--- src/rtl/mtm_alu_pkg.sv ---
// mtm_alu_pkg: shared types, constants and CRC helper
// for the mtm_Alu serial front end.
package mtm_alu_pkg;

  typedef enum logic {
    BYTE_DATA = 1'b0,
    BYTE_CTL  = 1'b1
  } byte_type_t;

  typedef enum logic [2:0] {
    OP_AND = 3'b000,
    OP_OR  = 3'b001,
    OP_ADD = 3'b100,
    OP_SUB = 3'b101
  } op_t;

  localparam logic [2:0] ERR_DATA = 3'b100;
  localparam logic [2:0] ERR_CRC  = 3'b010;
  localparam logic [2:0] ERR_OP   = 3'b001;

  localparam int FRAME_LEN = 11;
  localparam int CMD_LEN   = 9;

  // Eight CRC4 steps, MSB first.
  function automatic logic [3:0] crc4_byte(
    input logic [3:0] r,
    input logic [7:0] d
  );
    logic [3:0] c;
    c = r;
    for (int i = 7; i >= 0; i--) begin
      c = {c[2], c[1], c[0] ^ c[3], c[3] ^ d[i]};
    end
    return c;
  endfunction

  function automatic logic op_legal(
    input logic [2:0] op
  );
    return op inside {OP_AND, OP_OR, OP_ADD, OP_SUB};
  endfunction

endpackage

--- src/rtl/mtm_alu_byte_rx.sv ---
// mtm_alu_byte_rx: bit-level framer, turns the sampled
// serial line into typed bytes and framing-error pulses.
module mtm_alu_byte_rx
  import mtm_alu_pkg::*;
(
  input  logic       clk,
  input  logic       rst,
  input  logic       sin,
  output logic       byte_valid,
  output byte_type_t byte_type,
  output logic [7:0] byte_data,
  output logic       frame_err,
  output logic       rx_idle
);

  typedef enum logic [1:0] {
    S_IDLE,
    S_TYPE,
    S_BITS,
    S_STOP
  } state_t;

  state_t     state, state_nx;
  logic       sin_q;
  logic [2:0] cnt, cnt_nx;
  logic [7:0] sh, sh_nx;
  byte_type_t typ, typ_nx;
  logic       bv_nx, fe_nx;

  always_ff @(posedge clk) begin
    if (rst) begin
      state      <= S_IDLE;
      sin_q      <= 1'b1;
      cnt        <= '0;
      sh         <= '0;
      typ        <= BYTE_DATA;
      byte_valid <= 1'b0;
      frame_err  <= 1'b0;
    end else begin
      state      <= state_nx;
      sin_q      <= sin;
      cnt        <= cnt_nx;
      sh         <= sh_nx;
      typ        <= typ_nx;
      byte_valid <= bv_nx;
      frame_err  <= fe_nx;
    end
  end

  always_comb begin
    state_nx = state;
    cnt_nx   = cnt;
    sh_nx    = sh;
    typ_nx   = typ;
    bv_nx    = 1'b0;
    fe_nx    = 1'b0;
    unique case (state)
      S_IDLE: begin
        if (!sin_q) state_nx = S_TYPE;
      end
      S_TYPE: begin
        typ_nx   = byte_type_t'(sin_q);
        cnt_nx   = '0;
        state_nx = S_BITS;
      end
      S_BITS: begin
        sh_nx  = {sh[6:0], sin_q};
        cnt_nx = cnt + 3'd1;
        if (cnt == 3'd7) state_nx = S_STOP;
      end
      S_STOP: begin
        bv_nx    = sin_q;
        fe_nx    = !sin_q;
        state_nx = S_IDLE;
      end
      default: state_nx = S_IDLE;
    endcase
  end

  assign byte_type = typ;
  assign byte_data = sh;
  assign rx_idle   = (state == S_IDLE);

endmodule

--- src/rtl/mtm_alu_deserializer.sv ---
// mtm_alu_deserializer: assembles framed bytes into
// checked ALU commands behind a one-entry output register.
module mtm_alu_deserializer
  import mtm_alu_pkg::*;
#(
  parameter int TIMEOUT = 64
) (
  input  logic        clk,
  input  logic        rst,
  input  logic        sin,
  output logic        out_valid,
  input  logic        out_ready,
  output logic [31:0] out_b,
  output logic [31:0] out_a,
  output logic [2:0]  out_op,
  output logic [2:0]  out_err,
  output logic        overrun
);

  localparam int TW = $clog2(TIMEOUT + 2);

  logic       byte_valid;
  byte_type_t byte_type;
  logic [7:0] byte_data;
  logic       frame_err;
  logic       rx_idle;

  logic [3:0]    bcnt;
  logic [3:0]    crc;
  logic [3:0]    crc_fin;
  logic [63:0]   data;
  logic [TW-1:0] idle_cnt;
  logic          tmo;
  logic          done;
  logic [2:0]    d_op;
  logic [2:0]    d_err;
  logic          accept;

  mtm_alu_byte_rx u_rx (
    .clk        (clk),
    .rst        (rst),
    .sin        (sin),
    .byte_valid (byte_valid),
    .byte_type  (byte_type),
    .byte_data  (byte_data),
    .frame_err  (frame_err),
    .rx_idle    (rx_idle)
  );

  assign tmo = (TIMEOUT != 0) &&
               (idle_cnt > TW'(TIMEOUT));
  assign accept = out_valid && out_ready;

  always_comb begin
    done    = 1'b0;
    d_op    = '0;
    d_err   = '0;
    crc_fin = crc4_byte(crc, {1'b1, byte_data[6:4], 4'b0000});
    unique case (1'b1)
      frame_err: begin
        done  = 1'b1;
        d_err = ERR_DATA;
      end
      byte_valid && byte_type == BYTE_CTL: begin
        done = 1'b1;
        d_op = byte_data[6:4];
        if (bcnt != 4'(CMD_LEN - 1))
          d_err = ERR_DATA;
        else if (crc_fin != byte_data[3:0])
          d_err = ERR_CRC;
        else if (!op_legal(byte_data[6:4]))
          d_err = ERR_OP;
      end
      byte_valid && byte_type == BYTE_DATA &&
      bcnt == 4'(CMD_LEN - 1): begin
        done  = 1'b1;
        d_err = ERR_DATA;
      end
      default: ;
    endcase
  end

  // Command assembly; uncaptured bytes stay zero.
  always_ff @(posedge clk) begin
    if (rst) begin
      bcnt     <= '0;
      crc      <= '0;
      data     <= '0;
      idle_cnt <= '0;
    end else begin
      if (done || tmo) begin
        bcnt <= '0;
        crc  <= '0;
        data <= '0;
      end else if (byte_valid) begin
        data[{3'd7 - bcnt[2:0], 3'b000} +: 8] <= byte_data;
        crc  <= crc4_byte(crc, byte_data);
        bcnt <= bcnt + 4'd1;
      end
      if (rx_idle && !byte_valid && bcnt != '0)
        idle_cnt <= idle_cnt + 1'b1;
      else
        idle_cnt <= '0;
    end
  end

  always_ff @(posedge clk) begin
    if (rst) begin
      out_valid <= 1'b0;
      out_b     <= '0;
      out_a     <= '0;
      out_op    <= '0;
      out_err   <= '0;
      overrun   <= 1'b0;
    end else begin
      overrun <= done && out_valid && !out_ready;
      if (done && (!out_valid || out_ready)) begin
        out_valid <= 1'b1;
        out_b     <= data[63:32];
        out_a     <= data[31:0];
        out_op    <= d_op;
        out_err   <= d_err;
      end else if (accept) begin
        out_valid <= 1'b0;
      end
    end
  end

endmodule
--- config.mk ---
export PLATFORM = sky130hd
export DESIGN_NAME = mtm_alu_deserializer
export DESIGN_NICKNAME = d
export VERILOG_FILES = /design/src/rtl/mtm_alu_pkg.sv /design/src/rtl/mtm_alu_byte_rx.sv /design/src/rtl/mtm_alu_deserializer.sv
export SDC_FILE = /design/constraint.sdc
export NUM_CORES = 1
export LEC_CHECK = 0
export CAP_MARGIN = 20
export CORE_MARGIN = 10
export CORE_UTILIZATION = 35
export CTS_CLUSTER_SIZE = 14
export DETAILED_ROUTE_END_ITERATION = 7
export GPL_TIMING_DRIVEN = 1
export PLACE_DENSITY = 0.62
export SLEW_MARGIN = 40
export SYNTH_ARGS = -nofsm -noshare
export SYNTH_HDL_FRONTEND = slang
export SYNTH_SLANG_ARGS = --single-unit
export TNS_END_PERCENT = 100
--- constraint.sdc ---
create_clock -name clk -period 2.1 [get_ports clk]
set_input_delay 0.42 -clock clk [delete_from_list [all_inputs] [get_ports clk]]
set_output_delay 0.42 -clock clk [all_outputs]
set_load 0.05 [all_outputs]
==> flow_summary.yaml, run 1 <==
synthesis:
  ys_ff_latch: 168
  synthesis.nets: 751
  synth_top_area_frac: 0.525
  yosysSeqAreaShare: 0.525
  yosysTopAreaCell: "dfxtp_1"
  netlist_area_sq_um: 6410
  post-synth-top-count-cell: "nand2_1"
  synth-main-ff-cell: "dfxtp_1"
  synth_area_per_cell_sq_um: 8.72
  async_flop_share: 0
  synth_edf_count: 0
  ys_top_cells_by_area: "dfxtp_1, nand2_1, a21oi_1"
  syn-instance-count: 735
  yosys-top-cells-count: "nand2_1, dfxtp_1, a21oi_1, nor2_1, mux2i_1"
  ys_types: 45
  ys_warn_count: 0
pwr:
  vdd_drop_max_v: 0.000597
  clkPwrFrac: 0.451
  p_sw_frac: 0.239
  power.internal_mw: 5.21
  power_density_nw_per_um2: 830
  p_switching_mw: 1.64
  power_mw: 6.85
  seqPwrFrac: 0.475
  cellLeakagePower_nw: 2.98
  comb_power_share: 0.073
global_route:
  grt_max_degree: 73
  grt_antenna_before_repair: 1
  grt_pass1_vias: 5032
  grt_pass1_wl_mm: 26.4
  gr-total-overflow: 0
  globalRouteTotalUtil: 0.135
sta:
  max_freq_ghz: 0.493
  timing.final.crit_period_ns: 2.03
  hold_viol: 0
  worstMarginPinSlew_ns: 0.541
  fin_skew_ns: 0.00926
  finalSetupViolCount: 0
  slew_headroom: 0.638
  slew_violations: 0
  rsz0062_at_grt: "no"
  fin_setup_tns_ns: 0
  whs_ns: 0.360
  period_share: 0.967
placed_design:
  dp_hpwl_mm: 10.3
  gp_congestion: 0.799
  port-buffer-count: 75
  dp.cells: 1023
clocking:
  clockBufferDepth: 2
  cts_hold_buf: 0
  cts.clk_slew.worst_paths_ns: 0.06
  cts-root-buf: "clkbuf_16"
  cts_buffers: 17
  cts.htree.levels: 4
  cts_tree: "done"
  clock-sinks: 168
  clkLatencyLatePin_ns: 0.43
cells_and_area:
  area_growth_pct: 28.9
  antenna_cells: 0
  nNetsFinal: 835
  drive_gt1_frac: 0.109
  final_core_util: 0.460
  fin_cells: 1061
run_status:
  run_status: "finished, final reports clean"
critical_path:
  slowest_stage: "clkdlybuf4s50_1"
  slowest_delay_ns: 0.82
  cp_top_family: "buffers and inverters"
  critical_path_arrival_ns: 1.61
  worst-path-buf-inv: 1
  worstPathMaxFanout: 2
  critPathLaunchType: "flop"
  criticalPathCategory: "flop to output pin"
  required_ns: 1.68
  worstSetupEndpointType: "output pin"
  crit_chain: "clkdlybuf4s50_1"
floorplanning:
  die-area_sq_um: 24100
  die_height_um: 155
  core_area_sq_um: 18000
  start_util: 0.357
  die_w_um: 155
  rows: 49
  pin_count: 76
route:
  via_count: 5091
  drt-initial-drc-count: 312
  wl_per_cell_um: 14.8
  ant_nets: 0
  drt-total-wl_mm: 15.7
  firstDrtPassIters: 5
  drc: 0
  vias_per_cell: 4.80
run:
  cap_viol_max_count: 0
hold_path:
  hold_class: "input pin to flop"
## repair_timing
item | 4_1_cts | 5_1_grt
resized for setup | 0 | 6
buffers inserted | 6 | 0
setup endpoints to repair | 10 | 24
pin swaps | 1 | 0
## sequential cells by signal (all words and copies together), names as in the netlist
| name | count |
|---|---|
| overrun | 1 |
| u_rx.byte_data | 8 |
| out_err | 3 |
| data | 64 |
| out_a | 32 |
| u_rx.sin_q | 1 |
| bcnt | 4 |
| u_rx.byte_valid | 1 |
| u_rx.state | 2 |
| u_rx.frame_err | 1 |
| out_valid | 1 |
| u_rx.cnt | 3 |
| out_op | 3 |
| u_rx.byte_type | 1 |
| out_b | 32 |
| idle_cnt | 7 |
| crc | 4 |
## final timing paths
kind / from / end / slack [ns] / cells past startpoint
hold / removal: rst / u_rx.cnt[0] / 0.36 / 2
setup / recovery: out_err[2] / out_err[2] / 0.07 / 1
hold reg to reg: out_err[1] / out_err[1] / 0.45 / 2
setup reg to reg: bcnt[0] / out_err[2] / 0.15 / 7
## layout make-up
cell class / count / area, sq um
multi-input cells: 506 / 2830
inverters: 10 / 37.5
clock inverters: 13 / 148
repair buffers: 116 / 1140
clock buffers: 19 / 443
well taps: 229 / 287
fillers: 1750 / 9710
flip-flops and latches: 168 / 3360
## per-layer routing
layer  part of all wire  up-vias  GRT usage
met5                  0        -          0
met4              0.015        0     0.0472
met1               0.46     2376      0.172
met3              0.062       18     0.0408
li1                   -     2600          -
met2               0.46       97      0.212
## power groups by stage
stage / logic (mW) / registers (mW) / clock network (mW)
finish: 0.503 / 3.26 / 3.09
global route: 0.567 / 3.26 / 3.31
CTS: 0.505 / 3.26 / 3.17
detailed placement: 0.499 / 3.33 / 0
global placement: 0.495 / 3.33 / 0
floorplan: 0.347 / 3.33 / 0
## logic make-up after synthesis
logic type               after synthesis  share of synthesized area
AND/OR/NAND/NOR                      309                      0.204
flip-flops                           168                      0.525
AO/OA/AOI/OAI                        115                     0.0953
buffers and inverters                 61                     0.0379
multiplexers                          47                     0.0736
XOR/XNOR                              23                     0.0404
adder cells (fa/ha/maj)               12                     0.0234
## stage by stage
step | area, sq um | setup WS [ns]
final | 8260 | 0.0701
after floorplan | 6410 | 0.00271
after global routing | 8260 | 0.00277
after detailed placement | 7590 | 0.00751
after CTS | 8230 | 0.00960
after global placement | 7590 | 0.0536
## layout by cell type, fill, tap and decap left out, types with 3 or more instances in the layout
cell type / n
a21oi_1: 103
clkdlybuf4s50_1: 73
and3_1: 3
nand2_1: 179
buf_4: 34
clkinv_4: 5
buf_12: 7
nor3_1: 3
nand3_1: 22
clkinvlp_4: 4
dfxtp_1: 168
nand2b_1: 4
clkbuf_16: 17
or3_4: 3
mux2i_1: 46
ha_1: 12
inv_1: 10
xor2_1: 7
nand4_1: 9
xnor2_1: 11
nor2_1: 69
a22oi_1: 3
Note: power is estimated with default switching activity, not from simulation.
==> run 2, diff against run 1 <==
--- a/constraint.sdc
+++ b/constraint.sdc
@@ -3,2 +3,2 @@
 set_output_delay 0.42 -clock clk [all_outputs]
-set_load 0.05 [all_outputs]
+set_load 0.005 [all_outputs]
==> flow_summary.yaml, run 2 (synthesis results as in run 1) <==
pwr:
  p_switching_mw: 1.64
  cellLeakagePower_nw: 2.96
  seqPwrFrac: 0.475
  power.internal_mw: 5.21
  vdd_drop_max_v: 0.000597
  power_mw: 6.85
  p_sw_frac: 0.239
  power_density_nw_per_um2: 830
  comb_power_share: 0.073
  clkPwrFrac: 0.452
critical_path:
  required_ns: 2.42
  criticalPathCategory: "flop to flop"
  reg2regPathDepth: 7
  worstSetupEndpointType: "flop"
  slowest_stage: "dfxtp_1"
  critical_path_arrival_ns: 2.27
  crit_chain: "inv_1 > ha_1 > and3b_1 > o21a_1 > o21a_2 > buf_12 > o221a_2"
  r2r_slack_ns: 0.15
  slowest_delay_ns: 0.39
  reg2reg_from: "bcnt[0]"
  worst-path-buf-inv: 2
  worstPathMaxFanout: 38
  r2r-end: "out_err[2]"
  critPathLaunchType: "flop"
  cp_top_family: "compound AO/OA/AOI/OAI gates"
route:
  drc: 0
  drt-total-wl_mm: 15.7
  vias_per_cell: 4.79
  wl_per_cell_um: 14.8
  drt-initial-drc-count: 312
  via_count: 5081
  ant_nets: 0
  firstDrtPassIters: 4
clocking:
  clkLatencyLatePin_ns: 0.43
  cts_tree: "done"
  cts.htree.levels: 4
  clock-sinks: 168
  cts.clk_slew.worst_paths_ns: 0.07
  cts_buffers: 17
  cts-root-buf: "clkbuf_16"
  clockBufferDepth: 2
cells_and_area:
  antenna_cells: 0
  fin_cells: 1061
  final_common_cell: "nand2_1"
  final_cell_area_sq_um: 8250
  reg_top3: "data: 64 flops, out_a: 32 flops, out_b: 32 flops"
  seqCellArea_sq_um: 3360
  final_cell_mix: "nand2_1, dfxtp_1, a21oi_1"
  multi_input_area_sq_um: 2830
  nNetsFinal: 835
  area_growth_pct: 28.8
  drive_gt1_frac: 0.109
  fillers: 1749
  top_register: "data"
  final_core_util: 0.459
  largest_reg_flops: 64
placed_design:
  dp_hpwl_mm: 10.3
  dp_slack_ns: 0.00751
  gp_congestion: 0.799
  port-buffer-count: 75
  dp.cells: 1023
  placed_area_sq_um: 7590
floorplanning:
  core_area_sq_um: 18000
  pin_count: 76
  die_w_um: 155
  die-area_sq_um: 24100
  die_height_um: 155
  start_util: 0.357
  rows: 49
hold_path:
  hold_class: "input pin to flop"
  hp-start: "rst"
  hold_end: "u_rx.cnt[0]"
  min_path_cells: 2
sta:
  fin_setup_tns_ns: 0
  slew_headroom: 0.658
  rsz0062_at_grt: "no"
  finalSetupViolCount: 0
  setup_slack_ns: 0.148
  max_freq_ghz: 0.512
  timing.final.crit_period_ns: 1.95
  period_share: 0.929
  whs_ns: 0.358
  fin_skew_ns: 0.00924
  worstMarginPinSlew_ns: 0.513
  hold_viol: 0
  slew_violations: 0
global_route:
  gr-total-overflow: 0
  globalRouteTotalUtil: 0.135
  grt_max_degree: 73
  grt_pass1_wl_mm: 26.4
  grt_antenna_before_repair: 1
  grt_pass1_vias: 5032
run:
  cap_viol_max_count: 0
run_status:
  run_status: "finished, final reports clean"
-- run 2: cell types whose count changed in the layout (fill, tap and decap cells not counted) --
cell,previous run,this run
clkdlybuf4s50_1,73,74
dlymetal6s2s_1,1,0
-- run 2: worst max path at each step --
stage             from  cells after the start    endpoint  slack [ns]
4_1_cts        bcnt[0]                      5    data[53]        0.01
2_1_floorplan  bcnt[0]                      7    data[48]       0.003
3_5_place_dp   bcnt[0]                      8   out_b[13]       0.008
5_1_grt        bcnt[0]                      9   out_a[17]        0.02
3_3_place_gp   bcnt[0]                      5    data[53]        0.05
6_report       bcnt[0]                      7  out_err[2]        0.15
-- run 2: final cells by class --
type                            instances  share of cell area
Clock buffer                           19              0.0537
Multi-Input combinational cell        506               0.343
Timing Repair Buffer                  116               0.138
Clock inverter                         13              0.0179
Tap cell                              229              0.0347
Inverter                               10             0.00455
Sequential cell                       168               0.408
-- run 2: what timing repair did --
item,in CTS,in global routing
setup buffers,6,0
gates resized for setup,0,5
pin swaps,1,0
setup endpoints to repair,10,23
hold buffers,0,0
-- run 2: routing by layer --
layer,vias to the layer above,global-route usage,share of wire
met5,-,0,0
met4,0,0.0472,0.015
met3,18,0.0408,0.060
met2,89,0.212,0.46
met1,2372,0.172,0.46
li1,2602,-,-
-- run 2: power by group through the flow --
stage	logic (mW)	registers, mW	clock network [mW]
global placement	0.491	3.33	0
CTS	0.501	3.26	3.17
detailed placement	0.495	3.33	0
global route	0.563	3.26	3.31
finish	0.500	3.26	3.09
floorplan	0.347	3.32	0
==> run 3, diff against run 2 <==
Settings changed: ABC_AREA set to 1.
==> flow_summary.yaml, run 3 <==
critical_path:
  worstPathMaxFanout: 30
  criticalPathCategory: "flop to flop"
  reg2reg_from: "bcnt[1]"
  r2r-end: "out_b[0]"
  required_ns: 2.42
  reg2regPathDepth: 11
  critical_path_arrival_ns: 2.24
  worstSetupEndpointType: "flop"
  critPathLaunchType: "flop"
  r2r_slack_ns: 0.18
cells_and_area:
  area_growth_pct: 25.1
  top_register: "data"
  fillers: 1882
  final_cell_mix: "nor2_1, dfxtp_1, nand2_1"
  largest_reg_flops: 64
  drive_gt1_frac: 0.0925
  final_common_cell: "nor2_1"
  antenna_cells: 0
  multi_input_area_sq_um: 2770
  seqCellArea_sq_um: 3360
  nNetsFinal: 944
  reg_top3: "data: 64 flops, out_a: 32 flops, out_b: 32 flops"
  fin_cells: 1175
  final_core_util: 0.445
sta:
  slew_violations: 0
  period_share: 0.915
  worstMarginPinSlew_ns: 0.397
  timing.final.crit_period_ns: 1.92
  rsz0062_at_grt: "no"
  fin_skew_ns: 0.0171
  slew_headroom: 0.733
  hold_viol: 0
  max_freq_ghz: 0.520
  fin_setup_tns_ns: 0
  finalSetupViolCount: 0
floorplanning:
  rows: 50
  die_height_um: 158
  die_w_um: 158
  core_area_sq_um: 18600
  start_util: 0.356
  die-area_sq_um: 24900
  pin_count: 76
synthesis:
  ys_warn_count: 0
  ys_top_cells_by_area: "dfxtp_1, nor2_1, o21ai_0"
  synth_area_per_cell_sq_um: 7.80
  ys_ff_latch: 168
  ys_types: 33
  netlist_area_sq_um: 6630
  synth_top_area_frac: 0.507
  async_flop_share: 0
  post-synth-top-count-cell: "nor2_1"
  yosys-top-cells-count: "nor2_1, dfxtp_1, nand2_1, o21ai_0, inv_1"
  synth_edf_count: 0
  syn-instance-count: 850
  yosysTopAreaCell: "dfxtp_1"
  yosysSeqAreaShare: 0.507
  synth-main-ff-cell: "dfxtp_1"
  synthesis.nets: 866
pwr:
  power_mw: 8.10
  power_density_nw_per_um2: 976
  cellLeakagePower_nw: 3.12
  vdd_drop_max_v: 0.000600
global_route:
  gr-total-overflow: 0
  grt_pass1_wl_mm: 26.6
  grt_antenna_before_repair: 0
  grt_max_degree: 76
  globalRouteTotalUtil: 0.132
  grt_pass1_vias: 5475
hold_path:
  hold_end: "u_rx.frame_err"
  min_path_cells: 1
  hold_class: "flop to flop"
  hp-start: "u_rx.sin_q"
route:
  ant_nets: 0
  drt-total-wl_mm: 15.9
  drt-initial-drc-count: 345
  vias_per_cell: 4.74
  drc: 0
  firstDrtPassIters: 4
  wl_per_cell_um: 13.5
  via_count: 5564
clocking:
  cts_buffers: 17
  postCtsSetupBuffers: 0
  cts-root-buf: "clkbuf_16"
  clkLatencyLatePin_ns: 0.44
  clock-sinks: 168
  clockBufferDepth: 2
  cts.clk_slew.worst_paths_ns: 0.07
  cts_tree: "done"
  cts.htree.levels: 4
placed_design:
  gp_congestion: 0.853
  dp.cells: 1143
  dp_hpwl_mm: 11.0
  port-buffer-count: 75
run_status:
  run_status: "finished, final reports clean"
run:
  cap_viol_max_count: 0
run 3: changes by cell type in the layout (fill, tap and decap cells not counted), moves of 5 or more:
cell	before	now
a211oi_1	0	33
inv_2	0	9
a21oi_1	103	39
inv_1	10	62
xnor2_1	11	1
o21ai_0	2	109
nand2_1	179	112
mux2i_1	46	0
buf_4	34	20
nor2_1	69	196
nand4_1	9	2
nor2_4	0	5
run 3: what timing repair did:
item,CTS,global route
endpoints found under the setup margin,0,41
hold buffers,0,0
resized for setup,0,3
run 3: worst max-delay path by stage:
stage,start,to,depth (start not counted)
after floorplan,bcnt[1],data[46],9
after global placement,rst,data[41],6
after detailed placement,rst,data[42],6
after CTS,bcnt[1],data[16],8
after global routing,bcnt[1],crc[3],10
final,bcnt[1],out_b[0],11
run 3: layout make-up:
type                            count  share of cell area
Sequential cell                   168               0.405
Multi-Input combinational cell    566               0.333
Timing Repair Buffer              100               0.121
Clock buffer                       17              0.0513
Tap cell                          234              0.0353
Inverter                           75              0.0339
Clock inverter                     15              0.0201
run 3: worst max-delay path, cell delays in order, from the launching register on:
cell and delay [ns]:
dfxtp_1 0.39, inv_1 0.06, ha_1 0.17, inv_1 0.08, nor3_2 0.06, a21oi_2 0.26
nand2_2 0.11, nand2_2 0.13, inv_2 0.15, buf_12 0.20, nor2_1 0.11, nor2_1 0.06
run 3: logic make-up (layout without fill, tap and decap cells):
family,after synthesis,count (layout),share of synthesized area
AO/OA/AOI/OAI,187,187,0.157
XOR/XNOR,6,6,0.00792
adder cells (fa/ha/maj),12,12,0.0226
buffers and inverters,116,207,0.0775
flip-flops,168,168,0.507
AND/OR/NAND/NOR,361,361,0.228
run 3: where the power goes:
group / total (mW) / switching (mW) / internal, mW
Combinational: 1.46 / 0.943 / 0.521
Clock: 3.14 / 1.37 / 1.78
Sequential: 3.49 / 0.138 / 3.35
Total: 8.10 / 2.45 / 5.65
run 3: metrics by stage:
step	hold WS, ns	setup slack [ns]	area [sq um]
after floorplan	0.398	0.355	6630
after global placement	0.418	0.173	7690
after detailed placement	0.413	0.117	7690
after CTS	0.425	0.106	8280
after global routing	0.486	0.0369	8300
final	0.425	0.178	8300
run 3: routing by layer:
layer | up-vias | GRT usage | part of all wire
li1 | 2900 | - | -
met1 | 2559 | 0.155 | 0.45
met3 | 19 | 0.0336 | 0.041
met4 | 0 | 0.0472 | 0.014
met2 | 86 | 0.229 | 0.49
met5 | - | 0 | 0
==> variant 1 (settings of run 2) <==
Make the reset (`rst`) asynchronous in 3 clocked blocks.
--- a/src/rtl/mtm_alu_byte_rx.sv
+++ b/src/rtl/mtm_alu_byte_rx.sv
@@ -28,5 +28,5 @@
   logic       bv_nx, fe_nx;
 
-  always_ff @(posedge clk) begin
+  always_ff @(posedge clk or posedge rst) begin
     if (rst) begin
       state      <= S_IDLE;
--- a/src/rtl/mtm_alu_deserializer.sv
+++ b/src/rtl/mtm_alu_deserializer.sv
@@ -82,5 +82,5 @@
 
   // Command assembly; uncaptured bytes stay zero.
-  always_ff @(posedge clk) begin
+  always_ff @(posedge clk or posedge rst) begin
     if (rst) begin
       bcnt     <= '0;
@@ -105,5 +105,5 @@
   end
 
-  always_ff @(posedge clk) begin
+  always_ff @(posedge clk or posedge rst) begin
     if (rst) begin
       out_valid <= 1'b0;
Behaviour: same outputs for any inputs over 10 cycles, from zero or initial values and one cycle with rst high; that may be too few to reach the edited logic, so the function may still have changed.
==> variant 1 against run 2 <==
Global-route usage is 1.1 points lower; the flow now finishes with violations (setup timing); fmax is 8.2% lower; design area is 12% higher; wire length is 10% higher; largest cell class unchanged; area after synthesis is 9.7% higher; sequential cell count stayed put; worst setup slack worse by 170 ps.
Power is not compared: it rests on default switching activity, and its combinational part moved more than twofold at a synthesized area within 25%.
==> variant 1: results (changes against run 2) <==
Run status:
- The run finished, with violations left.
- The final reports fail on setup timing.

Setup path:
- On the critical path the largest part of the delay comes from flip-flops.
- The largest stage delay on the critical path came to 450 ps (+60 ps).
- The slowest stage cell on the critical path is sky130_fd_sc_hd__dfrtp_1.
- The end of the worst register-to-register path is out_a[15]$_DFFE_PP0P_.
- The worst-path maximum fanout came to 8 (-79%).
- The startpoint identified for the worst register-to-register timing path is bcnt[0]$_DFFE_PP0P_.

Global routing:
- The global-route wire length before repair is 25600 um (-2.8%).
- The met3 demand-to-capacity share in global routing is 3.51% (-0.57 points).
- The global-route met2 utilization is 19.3% (-1.9 points).
- The global routing usage summed across all routing layers is 12.4% (-1.1 points).
- The number of antenna violations at the first check in global routing is 0 (-1).
- The number of global-route vias before repair is 4587 (-8.8%).
- The global routing usage on met1 was 16.1% (-1.1 points).

Placement:
- The number of cells in the design after placement is 885 (-13%).
- The HPWL reported at the end of detailed placement was 10300 um (about the same).
- The global placer's final weighted congestion was 0.779 (-2.6%).

Detailed routing:
- The routed via count divided by cell count is 4.88 (+2.0%).
- The routed wire length per instance was 18.7 um (+26%).
- The number of DRC markers after the initial detailed-route iteration is 251 (-20%).

Hold path:
- The critical hold path startpoint is sin.
- The number of cells on the worst hold path is 1 (-1).

Yosys:
- Sorting the synthesized cells by area gives the leading types as sky130_fd_sc_hd__dfrtp_1 59%, sky130_fd_sc_hd__mux2_2 12%, sky130_fd_sc_hd__mux2i_1 8.3%.
- The fraction of registers with async set or reset after synthesis is 100% (+100 points).
- The most used flip-flop cell after synthesis is sky130_fd_sc_hd__dfrtp_1.
- The synthesized netlist net count is 561 (-25%).
- The synthesized area divided by synthesized cell count is 12.9 um^2 (+48%).
- The sequential fraction of the synthesis area came to 59.8% (+7.3 points).
- The commonest cells after synthesis are 167 x sky130_fd_sc_hd__dfrtp_1, 77 x sky130_fd_sc_hd__nor2_1, 73 x sky130_fd_sc_hd__mux2_2.

Cells and area:
- The post-layout instance count excluding filler cells is 928 (-13%).
- The number of nets at the end of the flow is 669 (-20%).

Timing:
- The setup-violating endpoint count in the final report was 25 (+25).
- The worst slew margin relative to its limit is 58.5% (-7.3 points).
- The setup slack after layout is -26.4 ps (-175 ps).
[variant 1: cell types whose count changed after synthesis, sizes merged, moves of 17 or more]
cell | run 2 | this run
dfxtp | 168 | 0
dfrtp | 0 | 167
nand2 | 180 | 19
a21oi | 103 | 13
mux2 | 1 | 73
clkbuf | 33 | 16
[variant 1: layout make-up]
class                           instances  area [um^2]
Tap cell                              265          332
Inverter                               15         60.1
Sequential cell                       168         4210
Fill cell                            1744        10300
Multi-Input combinational cell        332         2810
Clock inverter                          7         96.3
Timing Repair Buffer                  119         1310
Clock buffer                           22          464
[variant 1: per-layer routing]
| layer | share of wire (%) | vias to the layer above |
|---|---|---|
| met4 | 1.6 | 0 |
| met3 | 4.2 | 22 |
| met2 | 47 | 109 |
| met5 | 0 | - |
| li1 | - | 2073 |
| met1 | 47 | 2327 |
[variant 1: per-stage QoR]
| stage | hold slack (ps) | setup TNS, ps | total power [mW] | util (%) |
|---|---|---|---|---|
| final | 410 | -178 | 11.7 | 47.4 |
| after global routing | 394 | -1560 | 12.3 | 47.4 |
| after CTS | 401 | 0 | 11.2 | 45.4 |
| after detailed placement | 480 | 0 | 8.16 | 42.5 |
| after global placement | 465 | 0 | 8.03 | 42.5 |
| after floorplan | 424 | -76810 | 6.63 | - |
[variant 1: kinds of logic (layout without fill, tap and decap cells)]
group	Yosys count	count (layout)	share of synthesized area, %
compound gates	32	32	3.04
xor+xnor	22	22	3.42
fa+ha+maj	12	12	2.14
buf+inv	45	163	2.63
flops	168	168	59.8
mux	131	131	20.0
simple gates	135	135	8.97
[variant 1: what timing repair did]
action / 4_1_cts / 5_1_grt
gates resized for setup: 1 / 46
pin swaps: 0 / 4
gates cloned: 0 / 8
setup endpoints to repair: 2 / 117
setup buffers: 0 / 6
==> variant 2 (flow settings as in run 2) <==
Without the edit above. `TIMEOUT`: 64 -> 32.
--- a/src/rtl/mtm_alu_deserializer.sv
+++ b/src/rtl/mtm_alu_deserializer.sv
@@ -4,5 +4,5 @@
   import mtm_alu_pkg::*;
 #(
-  parameter int TIMEOUT = 64
+  parameter int TIMEOUT = 32
 ) (
   input  logic        clk,
Function: same outputs for any inputs over 10 cycles, from zero or initial values and one cycle with rst high; that may be too few to reach the edited logic, so the function may still have changed.
==> variant 2 against run 2 <==
Design area decreased by 1.3%; fmax grew 2.0%; largest power group is now clock; synthesized cell count is 3.3% lower; highest routed layer unchanged; clock skew about the same; worst setup slack better by 37 ps; via count is 4.9% lower; die area decreased by 0.87%; global-route usage down 0.89 points; worst hold slack improved by 93 ps; area after synthesis fell by 1.0%; sequential cell count fell by 1; power rose by 3.1%; first-iteration DRC count shrank 22%; wire length shrank 3.3%; largest cell class unchanged.
==> variant 2: results (changes against run 2) <==
Run status:
- The run finished with clean final reports.

Setup path:
- The data arrival time of the critical path came to 2230 ps (-40 ps).
- The slack of the worst reg-to-reg path is 190 ps (+40 ps).
- The worst reg2reg path depth was 9 (+2).
- In this run the critical register-to-register path is captured at data[33]$_SDFFE_PP0P_.

Timing:
- The final critical delay including setup and external delays is 1910 ps (-37.5 ps).
- The worst setup skew after layout is 9.51 ps (+0.273 ps).

Cells and area:
- The post-layout instance count excluding filler cells is 1033 (-2.6%).
- The ratio of cells with drive above 1 in the final layout was 9.45% (-1.5 points).

Yosys:
- The number of different library cells in the post-synthesis netlist is 44 (-2.2%).
- By area the synthesized netlist is led by sky130_fd_sc_hd__dfxtp_1 53%, sky130_fd_sc_hd__mux2i_1 9.6%, sky130_fd_sc_hd__nand2_1 9.4%.
- The gate count after technology mapping is 711 (-3.3%).
- The synthesized netlist net count came to 727 (-3.2%).

Pwr:
- The power drawn by the clock network is 3.30 mW (+6.8%).
- The switching share of total power was 22.2% (-1.7 points).
- The part of the total power dissipated in sequential elements is 46.3% (-1.2 points).
- The worst IR drop on VDD came to 616 uV (+3.1%).
- The total leakage power is 3.07 nW (+3.5%).
- The sequential power is 3.27 mW (about the same).

Global routing:
- The number of antenna violations at the first check in global routing was 0 (-1).
- The number of global-route vias before repair is 4683 (-6.9%).
- The global routing usage summed across all routing layers came to 12.6% (-0.89 points).

Detailed routing:
- The routed wire length per instance is 14.7 um (-0.71%).
- The number of DRC markers after the initial detailed-route iteration is 244 (-22%).
- The vias after detailed routing is 4833 (-4.9%).

Placement:
- The HPWL reported at the end of detailed placement came to 10200 um (-0.46%).
- The global placer's final weighted congestion is 0.854 (+6.9%).

Hold path:
- The class of the most critical hold timing path is reg -> reg.
==> variant 2: cell count changes after synthesis, moves of 4 or more <==
cell and change:
sky130_fd_sc_hd__nand2_1 -21, sky130_fd_sc_hd__a21oi_1 -17, sky130_fd_sc_hd__mux2i_1 +15, sky130_fd_sc_hd__nor2_1 +12, sky130_fd_sc_hd__buf_2 +11, sky130_fd_sc_hd__buf_1 -9
sky130_fd_sc_hd__clkbuf_1 -8, sky130_fd_sc_hd__nand4_1 -5, sky130_fd_sc_hd__or3_1 -4
==> variant 2: worst max-delay path, stage by stage (launching register included) <==
cell,delay [ps]
sky130_fd_sc_hd__dfxtp_1,310
sky130_fd_sc_hd__buf_4,140
sky130_fd_sc_hd__ha_1,190
sky130_fd_sc_hd__ha_2,180
sky130_fd_sc_hd__nor3b_1,210
sky130_fd_sc_hd__buf_4,170
sky130_fd_sc_hd__and3_1,160
sky130_fd_sc_hd__buf_4,200
sky130_fd_sc_hd__mux2i_1,200
sky130_fd_sc_hd__nor2_1,50
==> variant 2: final cells by class <==
class / instances / area (um^2) / share of cell area, %
Clock inverter: 7 / 141 / 1.74
Clock buffer: 24 / 482 / 5.92
Multi-Input combinational cell: 485 / 2770 / 34.0
Tap cell: 229 / 287 / 3.52
Sequential cell: 167 / 3340 / 41.1
Inverter: 12 / 45.0 / 0.553
Timing Repair Buffer: 109 / 1080 / 13.2
==> variant 2: routing by layer <==
| metal | GRT usage [%] | wire [um] | up-vias |
|---|---|---|---|
| li1 | - | - | 2507 |
| met1 | 15.3 | 6980 | 2234 |
| met2 | 20.5 | 7140 | 82 |
| met3 | 4.30 | 921 | 10 |
| met4 | 3.87 | 140 | 0 |
| met5 | 0 | 0 | - |
==> variant 2: logic make-up after synthesis <==
logic type / share of synthesized area, %
xor+xnor: 3.35
fa+ha+maj: 2.37
compound gates: 8.80
mux: 9.80
buf+inv: 4.04
simple gates: 18.9
flops: 52.7
==> variant 2: worst min path at each step <==
| stage | from | end | slack, ps |
|---|---|---|---|
| final | out_a[13]$_SDFFE_PP0P_ | out_a[13]$_SDFFE_PP0P_ | 450 |
| after global routing | data[50]$_SDFFE_PP0P_ | out_b[18]$_SDFFE_PP0P_ | 470 |
| after floorplan | idle_cnt[0]$_SDFF_PP0_ | idle_cnt[0]$_SDFF_PP0_ | 430 |
| after global placement | data[60]$_SDFFE_PP0P_ | data[60]$_SDFFE_PP0P_ | 440 |
| after CTS | rst | out_err[2]$_SDFFE_PP0P_ | 450 |
| after detailed placement | out_b[10]$_SDFFE_PP0P_ | out_b[10]$_SDFFE_PP0P_ | 450 |
==> variant 2: repair_timing <==
action | in CTS | in global routing
endpoints found under the hold margin | 0 | 0
resized for setup | 0 | 2
setup endpoints to repair | 0 | 23
